File: src/rtl/mult_err_pkg.sv
// Shared definitions for the multiplier error sweep.
// Holds the FSM state enum, the sweep length and the datapath widths,
// plus a small absolute-difference helper used by the error stage.
package mult_err_pkg;

    localparam int A_W     = 4;    // operand width of the multiplier under test
    localparam int P_W     = 8;    // product / error-distance width
    localparam int CNT_W   = 9;    // err_cnt width, holds 0..256
    localparam int SUM_W   = 16;   // err_sum width, holds up to 256*255
    localparam int N_PAIRS = 256;  // every (a, b) pair of two 4-bit operands

    typedef enum logic [1:0] {
        ST_IDLE  = 2'd0,
        ST_SWEEP = 2'd1,
        ST_DRAIN = 2'd2,
        ST_DONE  = 2'd3
    } state_t;

    function automatic logic [P_W-1:0] abs_diff(input logic [P_W-1:0] x,
                                                input logic [P_W-1:0] y);
        return (x >= y) ? (x - y) : (y - x);
    endfunction

endpackage

File: src/rtl/mult_err_sweep_if.sv
// Operand/product bus between the sweep controller and the multiplier
// under test.
//   op_a, op_b : operands driven by the sweep controller
//   approx_p   : product returned combinationally by the multiplier
// master = sweep controller, slave = multiplier under test.
interface mult_err_sweep_if;
    import mult_err_pkg::*;

    logic [A_W-1:0] op_a;
    logic [A_W-1:0] op_b;
    logic [P_W-1:0] approx_p;

    modport master (output op_a, output op_b, input approx_p);
    modport slave  (input op_a, input op_b, output approx_p);

endinterface

File: src/rtl/mult_err_sweep.sv
// Exhaustive error sweep of an approximate 4x4 multiplier.
// Walks all 256 operand pairs, compares the returned product against the
// exact product and accumulates error count, error sum and maximum error.
// Ports:
//   clk, rst_n     : clock, asynchronous active-low reset
//   start          : begin a sweep (accepted in IDLE or DONE)
//   clear          : synchronous abort, returns to IDLE with results zeroed
//   mul (master)   : op_a/op_b out, approx_p in
//   busy, done     : busy in SWEEP/DRAIN, done in DONE
//   err_cnt        : pairs whose error distance exceeds ERR_THRESH
//   err_sum        : sum of error distances
//   max_err        : largest error distance
//
// state | meaning
// IDLE  | waiting for start, results held
// SWEEP | driving pair idx, one pair per cycle
// DRAIN | last captured error is being accumulated
// DONE  | results valid and stable, start begins a new sweep
module mult_err_sweep
    import mult_err_pkg::*;
#(
    parameter logic [P_W-1:0] ERR_THRESH = '0
) (
    input  logic               clk,
    input  logic               rst_n,
    input  logic               start,
    input  logic               clear,
    mult_err_sweep_if.master   mul,
    output logic               busy,
    output logic               done,
    output logic [CNT_W-1:0]   err_cnt,
    output logic [SUM_W-1:0]   err_sum,
    output logic [P_W-1:0]     max_err
);

    state_t         state;
    state_t         state_nxt;
    logic [P_W-1:0] idx;
    logic [A_W-1:0] op_a_i;
    logic [A_W-1:0] op_b_i;
    logic [P_W-1:0] exact_p;
    logic [P_W-1:0] s1_err;
    logic           s1_valid;
    logic           start_ok;
    logic           last_pair;

    assign start_ok  = start && ((state == ST_IDLE) || (state == ST_DONE));
    assign last_pair = (state == ST_SWEEP) && (idx == P_W'(N_PAIRS - 1));

    // FSM: state register
    always_ff @(posedge clk or negedge rst_n) begin
        if (!rst_n) state <= ST_IDLE;
        else        state <= state_nxt;
    end

    // FSM: next state
    always_comb begin
        state_nxt = state;
        if (clear) begin
            state_nxt = ST_IDLE;
        end else begin
            case (state)
                ST_IDLE:  if (start)     state_nxt = ST_SWEEP;
                ST_SWEEP: if (last_pair) state_nxt = ST_DRAIN;
                ST_DRAIN:                state_nxt = ST_DONE;
                ST_DONE:  if (start)     state_nxt = ST_SWEEP;
                default:                 state_nxt = ST_IDLE;
            endcase
        end
    end

    // FSM: outputs
    always_comb begin
        busy   = 1'b0;
        done   = 1'b0;
        op_a_i = '0;
        op_b_i = '0;
        case (state)
            ST_SWEEP: begin
                busy   = 1'b1;
                op_a_i = idx[P_W-1:A_W];
                op_b_i = idx[A_W-1:0];
            end
            ST_DRAIN: busy = 1'b1;
            ST_DONE:  done = 1'b1;
            default:  ;
        endcase
    end

    assign mul.op_a = op_a_i;
    assign mul.op_b = op_b_i;

    // Zero-extend before multiplying so the exact product is a full 8 bits.
    assign exact_p = {{(P_W-A_W){1'b0}}, op_a_i} * {{(P_W-A_W){1'b0}}, op_b_i};

    always_ff @(posedge clk or negedge rst_n) begin
        if (!rst_n) begin
            idx <= '0;
        end else if (clear || start_ok) begin
            idx <= '0;
        end else if (state == ST_SWEEP) begin
            idx <= idx + 1'b1;
        end
    end

    // Stage 1: capture the error distance of the pair currently on the bus.
    always_ff @(posedge clk or negedge rst_n) begin
        if (!rst_n) begin
            s1_err   <= '0;
            s1_valid <= 1'b0;
        end else begin
            s1_err   <= abs_diff(exact_p, mul.approx_p);
            s1_valid <= !clear && (state == ST_SWEEP);
        end
    end

    // Stage 2: accumulate. Accepting start clears the previous results so
    // a sweep launched from DONE begins from zero.
    always_ff @(posedge clk or negedge rst_n) begin
        if (!rst_n) begin
            err_cnt <= '0;
            err_sum <= '0;
            max_err <= '0;
        end else if (clear || start_ok) begin
            err_cnt <= '0;
            err_sum <= '0;
            max_err <= '0;
        end else if (s1_valid) begin
            err_sum <= err_sum + SUM_W'(s1_err);
            if (s1_err > ERR_THRESH) err_cnt <= err_cnt + 1'b1;
            if (s1_err > max_err)    max_err <= s1_err;
        end
    end

endmodule

File: src/flat_wrapper.sv
// flat-port wrapper written by rule: the top's interface ports become plain ports
module mult_err_sweep_flat import mult_err_pkg::*;
#(
    parameter logic [P_W-1:0] ERR_THRESH = '0
)
  (clk, rst_n, start, clear, busy, done, err_cnt, err_sum, max_err, mul_op_a, mul_op_b, mul_approx_p);
  mult_err_sweep_if mul_i ();
  input  logic clk;
  input  logic rst_n;
  input  logic start;
  input  logic clear;
  output logic busy;
  output logic done;
  output logic [CNT_W-1:0] err_cnt;
  output logic [SUM_W-1:0] err_sum;
  output logic [P_W-1:0] max_err;
  output wire logic [$bits(mul_i.op_a)-1:0] mul_op_a;
  output wire logic [$bits(mul_i.op_b)-1:0] mul_op_b;
  input wire logic [$bits(mul_i.approx_p)-1:0] mul_approx_p;
  assign mul_op_a = mul_i.op_a;
  assign mul_op_b = mul_i.op_b;
  assign mul_i.approx_p = mul_approx_p;
  mult_err_sweep #(.ERR_THRESH(ERR_THRESH)) u_core (.clk(clk), .rst_n(rst_n), .start(start), .clear(clear), .mul(mul_i), .busy(busy), .done(done), .err_cnt(err_cnt), .err_sum(err_sum), .max_err(max_err));
endmodule
File: config.mk
export PLATFORM = sky130hd
export DESIGN_NAME = mult_err_sweep_flat
export DESIGN_NICKNAME = d
export VERILOG_FILES = /design/src/rtl/mult_err_pkg.sv /design/src/rtl/mult_err_sweep_if.sv /design/src/rtl/mult_err_sweep.sv /design/src/flat_wrapper.sv
export SDC_FILE = /design/constraint.sdc
export NUM_CORES = 1
export LEC_CHECK = 0
export ABC_AREA = 1
export BUFFER_PORTS_ARGS = -buffer_cell sky130_fd_sc_hd__buf_2
export CAP_MARGIN = 20
export CORE_MARGIN = 10
export CORE_UTILIZATION = 55
export CTS_BUF_LIST = sky130_fd_sc_hd__clkbuf_4 sky130_fd_sc_hd__clkbuf_8
export DETAILED_ROUTE_END_ITERATION = 10
export PLACE_DENSITY = 0.79
export SYNTH_ARGS = -nofsm -noshare
export SYNTH_HDL_FRONTEND = slang
export SYNTH_SLANG_ARGS = --single-unit
export TNS_END_PERCENT = 30
File: constraint.sdc
create_clock -name clk -period 4.17 [get_ports clk]
set_input_delay 0.834 -clock clk [delete_from_list [all_inputs] [get_ports clk]]
set_output_delay 0.834 -clock clk [all_outputs]
set_load 0.01 [all_outputs]
======== Word level (Yosys, flattened, before mapping) ========
Index checks and enable logic that the tools add are counted.
W data, S select, Z words.
operators by class
  $add $sub $neg .......................... 5
  multipliers ............................. 1
  order comparisons ....................... 3
  equality and inequality tests ........... 6
  multiplexer cells ....................... 19
  reductions and logical operators ........ 16
operators by type and width
  cell                   count
  $mux W8                6
  $mux W16               2
  $mux W9                3
  $add A16 B8 Y16        1
  $sub A8 B8 Y8          2
  $add A9 B1 Y9 const B  1
  $add A8 B1 Y8 const B  1
  $eq A8 B8 Y1 const B   1
  $ge A8 B8 Y1           1
  $gt A8 B1 Y1 const B   1
  $gt A8 B8 Y1           1
  $mul A4 B4 Y8          1
  $mux W4                2
  $reduce_bool A2 Y1     4
  $mux W2                3
  $pmux W2 S3            1
  $reduce_and A2 Y1      3
  $eq A2 B2 Y1 const B   2
  $reduce_or A2 Y1       2
  $logic_and A1 B1 Y1    3
  $ne A3 B1 Y1 const B   1
  $ne A3 B2 Y1 const B   1
  $eq A2 B1 Y1 const B   1
  $logic_not A2 Y1       1
  3 further kinds        5
storage, ports and cells
  bits in registers ....................... 52
  output and inout port bits .............. 43
  word-level logic and storage cells ...... 57

======== Longest topological paths before layout ========
  word-level depth ........................ 6
  mapped depth ............................ 25

======== Worst setup path after synthesis ========
No wires, ideal clock.
  path kind ............................... register to register
  from .................................... register u_core.state[1]
  to ...................................... register u_core.s1_err[2]
  setup time .............................. 0.127 ns
  arrival ................................. 4.068 ns
  data required time ...................... 4.043 ns
  slack ................................... -0.025 ns
  stages on the path, launching flop included .. 22
  cells stage by stage .................... dfrtp_1 -> inv_1 -> ha_1 -> buf_2 -> nand2_1 -> inv_1 -> nand2_1 -> fa_1 -> inv_1 -> fa_1 -> inv_1 -> fa_1 -> o21ai_0 -> xor2_1 -> inv_1 -> ha_1 -> nand2_1 -> inv_1 -> a21oi_1 -> nand2_4 -> nand2_1 -> o21ai_0
between the ends
  word-level cells in the longest chain between the ends .. 5
  elaborated cells on any way between the ends .. 8
  those cells by class .................... add/sub: 2; mul: 1; order compare: 1; eq/ne: 1; mux: 3
ends and longest elaborated chain
  item                                           line                   RTL
  start, declared                                mult_err_sweep.sv:36   state_t state;
  start signal, assigned                         mult_err_sweep.sv:53   else state <= state_nxt;
  $eq A2 B1 Y1 (*)                               mult_err_sweep.sv:78   case (state)
  $mux W4 (*)                                    mult_err_sweep.sv:78
  net mul_op_a[1]                                flat_wrapper.sv:17     output wire logic [$bits(mul_i.op_a)-1:0] mul_op_a;
  $mul A4 B4 Y8 (*)                              mult_err_sweep.sv:94   assign exact_p = {{(P_W-A_W){1'b0}}, op_a_i} * {{(P_W-A_W){1'b0}}, op_b_i};
  $sub A8 B8 Y8 or $ge A8 B8 Y1 (tied branches)  mult_err_pkg.sv:21     return (x >= y) ? (x - y) : (y - x);
  $mux W8 (*)                                    mult_err_pkg.sv:21
  end signal, assigned                           mult_err_sweep.sv:112  s1_err <= abs_diff(exact_p, mul.approx_p);
  end, declared                                  mult_err_sweep.sv:42   logic [P_W-1:0] s1_err;
Mark *: on every way through the listed nets, which the timed path passes. The rest lies on a longest branch.
A chain may end at the register's enable or synchronous reset.

======== Worst setup path after layout ========
  from .................................... register u_core.state[1]
  to ...................................... register u_core.s1_err[6]
between the ends
  word-level cells in the longest chain between the ends .. 5
  elaborated cells on any way between the ends .. 8
  those cells by class .................... add/sub: 2; mul: 1; order compare: 1; eq/ne: 1; mux: 3
ends and longest elaborated chain
  item                                           line
  $eq A2 B1 Y1 (*)                               mult_err_sweep.sv:78
  $mux W4                                        mult_err_sweep.sv:78
  $mul A4 B4 Y8 (*)                              mult_err_sweep.sv:94
  $sub A8 B8 Y8 or $ge A8 B8 Y1 (tied branches)  mult_err_pkg.sv:21
  $mux W8 (*)                                    mult_err_pkg.sv:21
Every way passes the cells marked *; elsewhere a longest branch is shown, timed or not.

==> run metrics <==
grt ovf 0; Netlist cell types 36; number of synthesis warnings 0; most used cell, CP nand2_1; TritonCTS buffer count 5; dpl cells 757; maximum clock frequency 253 MHz; Sink Count 52; worst rel slew slack 56.7%; Placed Area 4720 µm²; outcome finished clean; CTS tree built; register area 1300 µm²; minimum clock period 3.95 ns; setup ws final 0.222 ns; number of flops mapped to enable cells by yosys 0; DR WL/cell 13.2 µm; Hold Fails Final Rpt 0; cell area after layout 4920 µm²; Top Ports 55; critical path type reg -> reg; Worst-path clk slew 0.10 ns; worst clock skew 0.0114 ns; Worst Path Max Fanout 5; Setup-failing EPs final 0; RD Place Congestion 0.898; Final period util 94.7%; P_leak 2.74 nW; crit path cell chain inv_2, ha_4, nand2_1, inv_2, nand2_2, fa_1, inv_1, fa_1, ha_1, nand3_1, nand2_1, or2_2, nand2_2, inv_1, ha_1, buf_4, nand2_1, inv_1, a21oi_2, inv_1, nand2_1, nand2_1, nand2_1, nand2_1; Synth area leaders dfrtp_1 30%, nand2_1 15%, ha_1 14%; initial core utilization 56.1%; Diodes inserted 0; PD cells 283 nW/µm²; Slew @ Worst Pin 0.650 ns; Critical Path Start Type flip-flop; Die Height 109 µm; Die W 109 µm; global-route wire length before repair 17.2 mm; CP peak stage delay 0.55 ns; CP Capture Type flip-flop; Synth top area share 30.2%; Final HPWL DP 8.14 mm; First-pass DRT Iterations 4; Final Max Slew Viols 0; Mean Syn Cell Area 7.19 µm²; mapped cell area 4310 µm²; CORE AREA 7690 µm²; area leader, netlist dfrtp_1; Worst EP arrival 4.15 ns; Worst Path Buf+Inv 7; top_reg_cell synth dfrtp_1; Port Buffers 54; latest clock arrival within the worst-skew pair 0.31 ns; cell row count 32; Fill cells 699; Clock Tree Buf Depth 2; register area share after synthesis 30.2%; Die ar. 11800 µm²; VDD IR-drop max 163 µV; asr flop ratio synth 100%; initial antenna violation count 0; MaxCap Viol Count 0; nets@finish 731; post-route ant nets 0; multi-input logic area 2680 µm²; final wirelength 10.1 mm; Hold WC Path Type in -> async; DRC Markers 0; via count 4012; Seq cells post-synth 52; Non-Filler Instances 767; H-tree Lvls 2; syn_nets 667; CTS Hold Bufs 0; Worst path slowest cell fa_1; Crit path max-delay family adder cells; Area Overhead vs Synth 14.0%; Cells after Synth 600; clock root buffer master clkbuf_8; routed vias/inst 5.23; number of global-route vias before repair 3969; TNS Setup 0 ns; Tot GR Track Use 17.4%; Critical Path RT 4.37 ns; layout cell share with drive strength beyond 1 17.4%; largest net degree at the start of global routing 36; initial DRC count 212; pre-CTS WS -0.0190 ns
-- flip-flops by register name, summed over array words and instances (netlist names) --
name             count
u_core.s1_err        8
u_core.err_cnt       9
u_core.max_err       8
u_core.s1_valid      1
u_core.err_sum      16
u_core.state         2
u_core.idx           8
-- worst reg2reg max path, cell delays in order (launching register included) --
cell,delay [ns]
dfrtp_1,0.41
inv_2,0.08
ha_4,0.14
nand2_1,0.08
inv_2,0.07
nand2_2,0.06
fa_1,0.55
inv_1,0.06
fa_1,0.49
ha_1,0.31
nand3_1,0.08
nand2_1,0.06
or2_2,0.28
nand2_2,0.08
inv_1,0.04
ha_1,0.28
buf_4,0.16
nand2_1,0.09
inv_1,0.07
a21oi_2,0.15
inv_1,0.06
nand2_1,0.05
nand2_1,0.06
nand2_1,0.06
nand2_1,0.05
-- what timing repair did --
action                     CTS  global route
setup buffers                0             1
resized for setup            2            16
cloned                       0             1
setup endpoints to repair    7             7
pin swaps                    1             4
-- through the flow --
stage	utilization [%]	hold WS (ns)	total power [mW]
CTS	62.9	0.443	1.38
floorplan	-	0.467	0.934
finish	63.9	0.437	1.39
detailed placement	61.4	0.503	1.07
global route	63.9	0.458	1.50
global placement	61.4	0.483	1.06
-- final cells by class --
class                   instances  area share (%)
flip-flops and latches         52            26.5
well taps                     102            2.60
inverters                      94            7.23
repair buffers                 66            7.33
multi-input cells             445            54.4
clock buffers                   6            1.68
clock inverters                 2           0.280
-- path summary, 6_finish.rpt --
path	startpoint	endpoint	slack [ns]	cells after the start
max	u_core.state[1]	u_core.s1_err[6]	0.22	24
min	rst_n	u_core.err_sum[5]	0.44	1
max reg2reg	u_core.state[1]	u_core.s1_err[6]	0.22	24
min reg2reg	u_core.err_sum[4]	u_core.err_sum[4]	0.52	2
max in group asynchronous	rst_n	u_core.err_cnt[3]	2.94	2
min in group clk	u_core.err_sum[4]	u_core.err_sum[4]	0.52	2
-- synth_stat cells, types with 4 or more instances --
master / number
nand2_1: 175
inv_1: 89
nor2_1: 53
dfrtp_1: 52
ha_1: 48
nand3_1: 47
a21oi_1: 27
o21ai_0: 15
xor2_1: 13
nand4_1: 11
fa_1: 7
nor3_1: 7
o21ai_2: 7
inv_2: 4
nand2_2: 4
-- power breakdown --
group          switching [mW]  internal (mW)  leakage (nW)
sequential             0.0528          0.545         0.703
clock                   0.172          0.136        0.0516
combinational           0.314          0.170          1.98
-- placed cells by master, fill, tap and decap left out, types with 3 or more instances in the layout --
cell type  instances
nand2_1          174
inv_1             88
buf_2             54
nor2_1            52
dfrtp_1           52
nand3_1           47
ha_1              43
a21oi_1           24
xor2_1            13
o21ai_0           12
buf_4             12
nand4_1           11
o21ai_2            9
nor3_1             7
nand2_2            6
fa_1               6
clkbuf_8           6
inv_2              5
a21oi_2            4
nor2_2             4
ha_4               4
xnor2_1            3
o21bai_1           3
-- cells by family after synthesis --
group	count (synthesis)	share of synthesized area (%)
AOI/OAI and AO/OA	63	8.79
xor gates and xnor gates	16	3.25
adders and majority gates	55	17.2
buffers and inverters	104	9.92
DFF	52	30.2
and+or+nand+nor	310	30.7
-- per-layer routing --
layer	track usage [%]	vias up	routed length (µm)
met3	2.80	13	477
met5	0	-	0
li1	-	2035	-
met2	31.8	70	5290
met4	4.71	0	118
met1	20.5	1894	4200
(Power assumes the default switching activity.)
